<file path="src/rtl/pipe_skid_buf.sv">
// Two-entry stalling pipeline register with a registered in_ready.
// The main register drives out_data; the skid register absorbs the word accepted while the output stalls.
module pipe_skid_buf #(
  parameter int WIDTH = 16
) (
  input  logic             clk,
  input  logic             rst_n,
  input  logic             flush,
  input  logic             in_valid,
  output logic             in_ready,
  input  logic [WIDTH-1:0] in_data,
  output logic             out_valid,
  input  logic             out_ready,
  output logic [WIDTH-1:0] out_data,
  output logic [1:0]       count
);

  // Handshake: a word moves on a port only in a cycle where valid and ready are both high at posedge.
  // The upstream valid must not depend on in_ready, and the downstream ready must not depend on out_valid.
  typedef enum logic [1:0] {
    ST_EMPTY = 2'd0,
    ST_ONE   = 2'd1,
    ST_FULL  = 2'd2
  } state_t;

  state_t           r_state;
  logic [WIDTH-1:0] r_main;
  logic [WIDTH-1:0] r_skid;
  logic             r_in_ready;
  logic             r_out_valid;

  logic             w_push;
  logic             w_pop;

  assign w_push = in_valid & r_in_ready;
  assign w_pop  = r_out_valid & out_ready;

  // The state encoding doubles as the occupancy count.
  always_ff @(posedge clk or negedge rst_n) begin
    if (!rst_n) begin
      r_state     <= ST_EMPTY;
      r_main      <= '0;
      r_skid      <= '0;
      r_in_ready  <= 1'b1;
      r_out_valid <= 1'b0;
    end else if (flush) begin
      r_state     <= ST_EMPTY;
      r_in_ready  <= 1'b1;
      r_out_valid <= 1'b0;
    end else begin
      case (r_state)
        ST_EMPTY: begin
          if (w_push) begin
            r_main      <= in_data;
            r_state     <= ST_ONE;
            r_out_valid <= 1'b1;
          end
        end
        ST_ONE: begin
          if (w_push && w_pop) begin
            r_main <= in_data;
          end else if (w_push) begin
            r_skid     <= in_data;
            r_state    <= ST_FULL;
            r_in_ready <= 1'b0;
          end else if (w_pop) begin
            r_state     <= ST_EMPTY;
            r_out_valid <= 1'b0;
          end
        end
        ST_FULL: begin
          // in_ready is low here, so only a pop can move the state.
          if (w_pop) begin
            r_main     <= r_skid;
            r_state    <= ST_ONE;
            r_in_ready <= 1'b1;
          end
        end
        default: begin
          r_state     <= ST_EMPTY;
          r_in_ready  <= 1'b1;
          r_out_valid <= 1'b0;
        end
      endcase
    end
  end

  assign in_ready  = r_in_ready;
  assign out_valid = r_out_valid;
  assign out_data  = r_main;
  assign count     = r_state;

endmodule

</file>
<file path="config.mk">
export PLATFORM = sky130hd
export DESIGN_NAME = pipe_skid_buf
export DESIGN_NICKNAME = d
export VERILOG_FILES = /design/src/rtl/pipe_skid_buf.sv
export SDC_FILE = /design/constraint.sdc
export NUM_CORES = 1
export LEC_CHECK = 0
export CORE_MARGIN = 2
export CORE_UTILIZATION = 40
export CTS_BUF_LIST = sky130_fd_sc_hd__clkbuf_2
export DETAILED_ROUTE_END_ITERATION = 6
export PLACE_DENSITY = 0.68
export SYNTH_ARGS = -nofsm -noshare
export SYNTH_HDL_FRONTEND = slang
export SYNTH_SLANG_ARGS = --single-unit
</file>
<file path="constraint.sdc">
create_clock -name clk -period 1.5 [get_ports clk]
set_input_delay 0.375 -clock clk [delete_from_list [all_inputs] [get_ports clk]]
set_output_delay 0.375 -clock clk [all_outputs]
set_load 0.01 [all_outputs]
</file>
==> qor.csv, run 1 <==
stage;metric;value;unit
timing;finalSetupViolations;32;
setup_path;critPathLaunchType;register;
cells_and_area;nNetsFinal;244;
timing;rsz0062_at_grt;true;
routing;routed_wl;5.293;mm
placed_design;post_dp_cell_area;2396;um2
placed_design;dp_worst_setup_slack;-0.5304;ns
global_routing;gr-total-overflow;0;
cells_and_area;drive_gt1_share;44.20;%
routing;drtIter0Drc;48;
yosys;synth_largest_area_cell;dfrtp_1;
power_and_ir_drop;clkPwrFrac;10.2;%
status;status;finished with violations;
floorplanning;die_w;72.18;um
routing;vias;1579;
yosys;synth_seq_cells;36;
yosys;syn-num-nets;179;
yosys;synth.top_cell.area_share;47.11;%
clock_network;cts_tree;yes;
timing;setup_slack;-0.08095;ns
cells_and_area;finish.instance_area;2813;um2
yosys;syn-mean-instance-area;11.77;um2
floorplanning;die_area;5209;um2
setup_path;crit_type;register to register;
power_and_ir_drop;p_comb_share;51.0;%
clock_network;cts_buffers;5;
clock_network;htreeDepth;2;
yosys;yosysMostFrequentCell;dfrtp_1;
setup_path;endpoint;out_data[2]$_DFFE_PN0P_;
setup_path;cp.arrival;1.87;ns
setup_path;endpoint_kind;register;
clock_network;clk_path_buf_depth;2;
clock_network;clk_pin_slew;0.19;ns
flow_run;drv_cap;0;
yosys;ys_types;29;
power_and_ir_drop;p_per_area;1512;nW/um2
power_and_ir_drop;switching_share;34.90;%
timing;fmax;632.5;MHz
cells_and_area;area_growth;51.28;%
global_routing;first_global_vias;1580;
routing;wl_per_cell;19.18;um
floorplanning;start_util;42.12;%
timing;maxSlewHeadroom;76.05;%
setup_path;r2r-end;out_data[2]$_DFFE_PN0P_;
floorplanning;coreArea;4414;um2
yosys;synth_area;1859;um2
timing;holdWs;0.3449;ns
clock_network;clkLatencyLatePin;0.38;ns
yosys;ys_seq_area_share;48.52;%
setup_path;r2r_cells;7;
timing;hold_viol_final;0;
timing;fin_setup_tns;-1.777;ns
global_routing;grt_max_degree;37;
cells_and_area;utilization;63.72;%
floorplanning;rows;24;
placed_design;place_congestion;0.8226;
routing;drc;0;
yosys;synth_edf_count;0;
timing;tightest_slew;0.3592;ns
routing;ant_nets;0;
power_and_ir_drop;p_int;2769;uW
floorplanning;die_y;72.18;um
power_and_ir_drop;vdd_drop_max;0.8065;mV
clock_network;cts_root_buffer;clkbuf_2;
clock_network;cts_hold_buf;0;
setup_path;timing.rr.start;count[1]$_DFFE_PN0P_;
setup_path;cp_max_fo;8;
routing;viasPerCell;5.721;
floorplanning;io_pins;41;
setup_path;startpoint;count[1]$_DFFE_PN0P_;
routing;first_pass_iters;4;
yosys;yosys-top-cells-count;dfrtp_1 (35), and3b_1 (19), a21oi_1 (18);
placed_design;port_buffers;40;
yosys;synth_warnings;0;
power_and_ir_drop;p_seq_share;38.8;%
status;failed_checks;setup timing;
cells_and_area;diodes;0;
power_and_ir_drop;power.leakage;0.001246;uW
timing;period_share;105.4;%
setup_path;cp_data_required_time;1.78;ns
yosys;async_reset_ff_share;100.0;%
yosys;netlist_instances;158;
global_routing;grt_first_pass_wirelength;7.983;mm
clock_network;cts.sinks;36;
timing;fin_skew;0.01364;ns
timing;min_period;1.581;ns
placed_design;dp_hpwl;3.122;mm
power_and_ir_drop;netSwitchingPower;1484;uW
timing;maxSlewViolCount;0;
yosys;synthTopCellsByArea;dfrtp_1 (47%), and3b_1 (9.0%), mux2_4 (8.1%), a211oi_1 (6.5%), a22oi_1 (6.5%);
hold_path;hold_path.class;input pin to asynchronous set/reset pin;
global_routing;antenna_found_initial;0;
global_routing;track_usage;19.99;%
yosys;ys.flop_type;dfrtp_1;
setup_path;r2r_setup_slack;-0.08;ns
state kept, by name (all words and copies together), names as in the netlist:
name,cells
out_valid,1
out_data,16
r_skid,16
count,2
in_ready,1
layout by cell type, fill, tap and decap left out, types with 2 or more instances in the layout:
master / instances
clkdlybuf4s15_1: 13
a211oi_2: 11
dfrtp_1: 35
a21o_1: 3
and3b_1: 18
a211oi_4: 3
dlygate4sd2_1: 2
a211oi_1: 2
mux2_2: 7
buf_6: 9
a21oi_1: 17
buf_8: 2
mux2_4: 10
buf_4: 19
nand2_1: 3
buf_12: 4
a22oi_2: 15
clkdlybuf4s50_1: 20
clkinv_2: 2
clkbuf_2: 8
final cells by class:
type	count	area (um2)
fillers	338	1602
multi-input cells	105	1056
well taps	52	65.06
flip-flops and latches	36	902.1
clock inverters	3	13.76
clock buffers	5	25.02
inverters	1	3.754
repair buffers	74	747.0
power by group through the flow:
stage	combinational [uW]	sequential [uW]	clock (uW)
floorplan	845	1740	0
global placement	1700	1640	0
detailed placement	1760	1670	0
CTS	1740	1630	451
global route	2310	1690	501
finish	2170	1650	435
through the flow:
step                      cells  power, uW
after CTS                   265       3815
after detailed placement    250       3428
after global placement      250       3340
after floorplan             158       2588
after global routing        276       4504
final                       276       4253
routing by layer:
layer,wire (um),global-route usage [%],vias up
li1,-,-,725
met1,2307,26.51,807
met2,2708,32.72,41
met3,224,4.583,6
met4,53,6.080,0
met5,0,0,-
critical path, stage by stage (launching register included):
cell,delay (ns)
dfrtp_1,0.42
buf_4,0.16
buf_6,0.13
nand3b_1,0.20
o211ai_1,0.20
buf_4,0.17
buf_8,0.15
a22oi_1,0.07
kinds of logic after synthesis:
group	synth area share, %
flops	48.52
compound gates	21.47
simple gates	12.85
buf+inv	4.845
mux	12.31
what timing repair did:
item | 4_1_cts | 5_1_grt
pin swaps | 1 | 13
buffers inserted | 7 | 9
resized for setup | 30 | 64
hold endpoints to repair | 0 | 0
cloned | 0 | 2
endpoints found under the setup margin | 38 | 53
worst min path at each step:
| stage | start | cells after the start | end | slack (ns) |
|---|---|---|---|---|
| finish | rst_n | 2 | out_data[7]$_DFFE_PN0P_ | 0.34 |
| global route | rst_n | 2 | r_skid[11]$_DFFE_PN0P_ | 0.32 |
| CTS | rst_n | 2 | out_data[11]$_DFFE_PN0P_ | 0.34 |
| detailed placement | r_skid[10]$_DFFE_PN0P_ | 1 | r_skid[10]$_DFFE_PN0P_ | 0.49 |
| global placement | r_skid[2]$_DFFE_PN0P_ | 1 | r_skid[2]$_DFFE_PN0P_ | 0.48 |
| floorplan | rst_n | 0 | count[0]$_DFFE_PN0P_ | 0.08 |
Power figures use the tool's default switching activity.
==> run 2, diff against run 1 <==
Settings changed: CTS_BUF_LIST sky130_fd_sc_hd__clkbuf_2 to not set.
==> qor.csv, run 2 (same netlist as run 1, synthesis figures left out) <==
stage;metric;value;unit;change
floorplanning;die_area;5209;um2;unchanged
global_routing;gr-total-overflow;0;;unchanged
setup_path;cp.arrival;1.67;ns;-0.20 ns
status;status;finished with violations;;
floorplanning;io_pins;41;;unchanged
cells_and_area;area_growth;38.63;%;
timing;fmax;664.9;MHz;+5.1%
global_routing;groute.layer.met3.usage;4.583;%;unchanged
clock_network;cts_hold_buf;0;;unchanged
setup_path;endpoint_kind;register;;
setup_path;slowest_stage;clkdlybuf4s50_1;;
routing;vias;1493;;-5.4%
flow_run;drv_cap;0;;unchanged
placed_design;post_dp_cell_area;2396;um2;unchanged
cells_and_area;layout.cells.non_filler;262;;-5.1%
cells_and_area;drive_gt1_share;28.57;%;-16 points
setup_path;cp_max_fo;16;;+8
clock_network;cts.sinks;36;;unchanged
routing;first_pass_iters;4;;unchanged
setup_path;cp_data_required_time;1.66;ns;-0.12 ns
setup_path;max_stage_delay;0.48;ns;+0.06 ns
clock_network;clk_path_buf_depth;2;;unchanged
routing;viasPerCell;5.698;;-0.39%
timing;maxSlewViolCount;0;;unchanged
global_routing;first_global_vias;1534;;-2.9%
setup_path;r2r_cells;5;;-2
global_routing;grtUsageMet1;26.33;%;-0.18 points
cells_and_area;final_cell_mix;dfrtp_1 (35), dlygate4sd2_1 (20), clkdlybuf4s50_1 (19), and3b_1 (18), a21oi_1 (16);;
routing;ant_nets;0;;unchanged
placed_design;dp_hpwl;3.122;mm;unchanged
cells_and_area;finish.instance_area;2577;um2;-8.4%
clock_network;cts_buffers;5;;unchanged
timing;hold_viol_final;0;;unchanged
power_and_ir_drop;vdd_drop_max;0.8082;mV;+0.20%
cells_and_area;nNetsFinal;230;;-5.7%
setup_path;r2r_setup_slack;-0.004;ns;+0.08 ns
global_routing;top_usage_layer;met2;;
timing;rsz0062_at_grt;true;;
timing;setup_slack;-0.004095;ns;+0.07685 ns
timing;finalSetupViolations;3;;-91%
global_routing;met2_usage;31.40;%;-1.3 points
setup_path;timing.rr.start;count[1]$_DFFE_PN0P_;;
setup_path;worstPathCellList;clkdlybuf4s50_1 -> and3b_2 -> nand3_4 -> buf_12 -> mux2_4;;
routing;routed_wl;4.859;mm;-8.2%
routing;drtIter0Drc;69;;+44%
global_routing;grt_max_degree;37;;unchanged
setup_path;crit_type;input pin to register;;
timing;fin_skew;0.007156;ns;-0.006480 ns
floorplanning;die_w;72.18;um;unchanged
routing;drc;0;;unchanged
setup_path;startpoint;in_valid;;
setup_path;critPathBufInv;2;;-2
power_and_ir_drop;p_per_area;1585;nW/um2;+4.8%
setup_path;r2r-end;r_skid[6]$_DFFE_PN0P_;;
setup_path;path_depth;5;;-2
setup_path;critPathLaunchType;input pin;;
status;failed_checks;setup timing;;
routing;wl_per_cell;18.55;um;-3.3%
timing;period_share;100.3;%;-5.1 points
timing;tightest_slew;0.2664;ns;-0.09275 ns
placed_design;place_congestion;0.8226;;unchanged
setup_path;cp_top_family;buffers and inverters;;
cells_and_area;diodes;0;;unchanged
cells_and_area;utilization;58.39;%;-5.3 points
power_and_ir_drop;power.leakage;0.001164;uW;-6.5%
timing;maxSlewHeadroom;82.24;%;+6.2 points
global_routing;grt_first_pass_wirelength;7.810;mm;-2.2%
placed_design;place_inst;250;;unchanged
setup_path;endpoint;r_skid[6]$_DFFE_PN0P_;;
clock_network;clkLatencyLatePin;0.28;ns;-0.10 ns
floorplanning;die_y;72.18;um;unchanged
clock_network;htreeDepth;2;;unchanged
floorplanning;start_util;42.12;%;unchanged
floorplanning;rows;24;;unchanged
power_and_ir_drop;power;4085;uW;-4.0%
cells_and_area;nFillCells;370;;+9.5%
placed_design;port_buffers;40;;unchanged
timing;fin_setup_tns;-0.007788;ns;+1.770 ns
global_routing;track_usage;19.43;%;-0.56 points
cells_and_area;final_common_cell;dfrtp_1;;
timing;min_period;1.504;ns;-0.07685 ns
clock_network;cts_tree;yes;;
global_routing;antenna_found_initial;0;;unchanged
clock_network;clk_pin_slew;0.07;ns;-0.12 ns
hold_path;hold_path.class;input pin to asynchronous set/reset pin;;
clock_network;cts_root_buffer;clkbuf_8;;
floorplanning;coreArea;4414;um2;unchanged
[run 2: stage by stage]
step	hold WS [ns]	setup WS [ns]
after floorplan	0.07941	-0.07532
final	0.4730	-0.004095
after global routing	0.4914	-0.02710
after detailed placement	0.4905	-0.5304
after global placement	0.4806	-0.4456
after CTS	0.4830	-0.002689
[run 2: timing repair]
action | in CTS | in global routing
endpoints found under the setup margin | 38 | 32
gates resized for setup | 27 | 11
setup buffers | 3 | 1
pin swaps | 2 | 2
[run 2: worst min path at each step]
| stage | from | to | slack [ns] |
|---|---|---|---|
| detailed placement | r_skid[10]$_DFFE_PN0P_ | r_skid[10]$_DFFE_PN0P_ | 0.49 |
| floorplan | rst_n | count[0]$_DFFE_PN0P_ | 0.08 |
| global placement | r_skid[2]$_DFFE_PN0P_ | r_skid[2]$_DFFE_PN0P_ | 0.48 |
| CTS | rst_n | out_data[11]$_DFFE_PN0P_ | 0.48 |
| global route | rst_n | r_skid[8]$_DFFE_PN0P_ | 0.49 |
| finish | rst_n | r_skid[8]$_DFFE_PN0P_ | 0.47 |
[run 2: power breakdown]
part | switching (uW) | leakage (uW) | total [uW] | internal (uW)
registers | 243 | 0.000418 | 1660 | 1420
logic | 761 | 0.000695 | 1710 | 953
clock network | 346 | 0.0000510 | 712 | 367
total | 1350 | 0.00116 | 4080 | 2740
[run 2: worst register-to-register path, delay by kind of cell (launching register included)]
family / cells / cell delay [ns]
and+or+nand+nor: 2 / 0.36
buffers and inverters: 2 / 0.30
DFF: 1 / 0.41
muxes: 1 / 0.31
[run 2: routing by layer]
layer | part of all wire [%] | wire length [um]
met1 | 44 | 2162
met2 | 50 | 2433
met3 | 4.5 | 221
met4 | 0.86 | 42
met5 | 0 | 0
[run 2: final cells by class]
type / instances / area (um2) / share of cell area, %
Clock inverter: 2 / 10.01 / 0.3883
Multi-Input combinational cell: 105 / 923.4 / 35.83
Clock buffer: 6 / 82.58 / 3.204
Sequential cell: 36 / 902.1 / 35.00
Tap cell: 52 / 65.06 / 2.524
Inverter: 1 / 3.754 / 0.1456
Timing Repair Buffer: 60 / 590.6 / 22.91
==> run 3, diff against run 2 <==
Settings changed: GPL_TIMING_DRIVEN set to 0, SKIP_CTS_REPAIR_TIMING set to 1.
==> qor.csv, run 3 (same netlist as run 1, synthesis figures left out) <==
stage;metric;value;unit;change
global_routing;antenna_found_initial;0;;unchanged
global_routing;groute.layer.met3.usage;4.583;%;unchanged
hold_path;hold_path.class;input pin to asynchronous set/reset pin;;
global_routing;grt_first_pass_wirelength;7.583;mm;-2.9%
status;failed_checks;setup timing;;
timing;hold_viol_final;0;;unchanged
cells_and_area;area_growth;48.45;%;
clock_network;cts_buffers;5;;unchanged
floorplanning;coreArea;4414;um2;unchanged
global_routing;met2_usage;28.75;%;-2.7 points
floorplanning;io_pins;41;;unchanged
global_routing;track_usage;19.21;%;-0.22 points
setup_path;critPathLaunchType;register;;
timing;setup_slack;-0.08982;ns;-0.08572 ns
global_routing;gr-total-overflow;0;;unchanged
status;status;finished with violations;;
timing;rsz0062_at_grt;true;;
timing;fmax;629.0;MHz;-5.4%
flow_run;drv_cap;0;;unchanged
floorplanning;die_y;72.18;um;unchanged
cells_and_area;nNetsFinal;239;;+3.9%
setup_path;max_stage_delay;0.45;ns;-0.03 ns
routing;wl_per_cell;18.54;um;about the same
power_and_ir_drop;vdd_drop_max;0.7106;mV;-12%
floorplanning;die_area;5209;um2;unchanged
floorplanning;rows;24;;unchanged
routing;drc;0;;unchanged
cells_and_area;drive_gt1_share;38.36;%;+9.8 points
clock_network;htreeDepth;2;;unchanged
timing;maxSlewViolCount;0;;unchanged
global_routing;grtUsageMet1;26.20;%;-0.13 points
setup_path;slowest_stage;dfrtp_2;;
clock_network;clk_pin_slew;0.08;ns;about the same
setup_path;worstPathCellList;a21oi_1 -> nand3_4 -> buf_12 -> mux2_4;;
placed_design;dp_worst_setup_slack;-0.6998;ns;-0.1695 ns
routing;drtIter0Drc;122;;+77%
power_and_ir_drop;p_per_area;1576;nW/um2;-0.54%
routing;first_pass_iters;4;;unchanged
power_and_ir_drop;power.leakage;0.001364;uW;+17%
floorplanning;die_w;72.18;um;unchanged
setup_path;cp.arrival;1.76;ns;+0.09 ns
routing;vias;1585;;+6.2%
setup_path;cp_max_fo;10;;-6
routing;ant_nets;0;;unchanged
global_routing;top_usage_layer;met2;;
cells_and_area;diodes;0;;unchanged
global_routing;first_global_vias;1525;;-0.59%
routing;routed_wl;5.025;mm;+3.4%
timing;period_share;106.0;%;+5.7 points
setup_path;endpoint_kind;register;;
setup_path;crit_type;register to register;;
timing;finalSetupViolations;30;;+27
global_routing;grt_max_degree;37;;unchanged
timing;fin_setup_tns;-1.542;ns;-1.534 ns
clock_network;cts_root_buffer;clkbuf_8;;
clock_network;cts_tree;yes;;
timing;tightest_slew;0.8089;ns;+0.5425 ns
floorplanning;start_util;42.12;%;unchanged
timing;maxSlewHeadroom;46.07;%;-36 points
cells_and_area;final_cell_mix;dfrtp_1 (32), dlymetal6s2s_1 (23), and3b_1 (19), a21oi_1 (18), clkdlybuf4s50_1 (16);;
timing;fin_skew;0.008343;ns;+0.001187 ns
clock_network;clkLatencyLatePin;0.29;ns;about the same
placed_design;port_buffers;40;;unchanged
clock_network;clk_path_buf_depth;2;;unchanged
clock_network;cts.sinks;36;;unchanged
routing;viasPerCell;5.849;;+2.6%
cells_and_area;final_common_cell;dfrtp_1;;
timing;min_period;1.590;ns;+0.08572 ns
placed_design;place_congestion;0.8117;;-1.3%
setup_path;cp_data_required_time;1.67;ns;about the same
placed_design;dp_hpwl;3.210;mm;+2.8%
[run 3: path summary, 6_finish.rpt]
kind,depth (start not counted),to,start,slack [ns]
setup / recovery,4,r_skid[7]$_DFFE_PN0P_,out_valid$_DFFE_PN0P_,-0.09
hold reg to reg,1,r_skid[8]$_DFFE_PN0P_,r_skid[8]$_DFFE_PN0P_,0.50
setup reg to reg,4,r_skid[7]$_DFFE_PN0P_,out_valid$_DFFE_PN0P_,-0.09
min in group clk,1,r_skid[8]$_DFFE_PN0P_,r_skid[8]$_DFFE_PN0P_,0.50
max in group asynchronous,1,out_valid$_DFFE_PN0P_,rst_n,0.77
hold / removal,1,r_skid[7]$_DFFE_PN0P_,rst_n,0.17
[run 3: metrics by stage]
| stage | total power [uW] | std cells | hold WS [ns] | util (%) | area (um2) |
|---|---|---|---|---|---|
| after detailed placement | 3356 | 250 | 0.4869 | 52.55 | 2320 |
| after floorplan | 2588 | 158 | 0.07941 | - | 1859 |
| final | 4351 | 271 | 0.1665 | 62.53 | 2760 |
| after CTS | 4096 | 258 | 0.1964 | 54.65 | 2412 |
| after global placement | 3285 | 250 | 0.4798 | 52.66 | 2325 |
| after global routing | 4594 | 271 | 0.2467 | 62.53 | 2760 |
[run 3: final cells by class]
cell class                 instances  area, um2
buffer                            15      132.6
inverter                           1      3.754
multi-input combinational        105      991.0
clock buffer                       6      82.58
fill                             361       1654
clock inverter                     2      10.01
tap                               52      65.06
timing repair buffer              54      569.3
sequential                        36      905.9
[run 3: critical path, delay by kind of cell (launching register included)]
family	cells	cell delay, ns
compound gates	1	0.39
simple gates	1	0.15
mux	1	0.29
flops	1	0.45
buf+inv	1	0.18
[run 3: per-layer routing]
| layer | wire length [um] | vias up |
|---|---|---|
| li1 | - | 723 |
| met1 | 2165 | 813 |
| met2 | 2550 | 43 |
| met3 | 247 | 6 |
| met4 | 62 | 0 |
| met5 | 0 | - |
[run 3: report_power, final]
group / internal [uW] / switching [uW]
sequential: 1420 / 249
combinational: 1170 / 800
clock: 366 / 349
total: 2950 / 1400
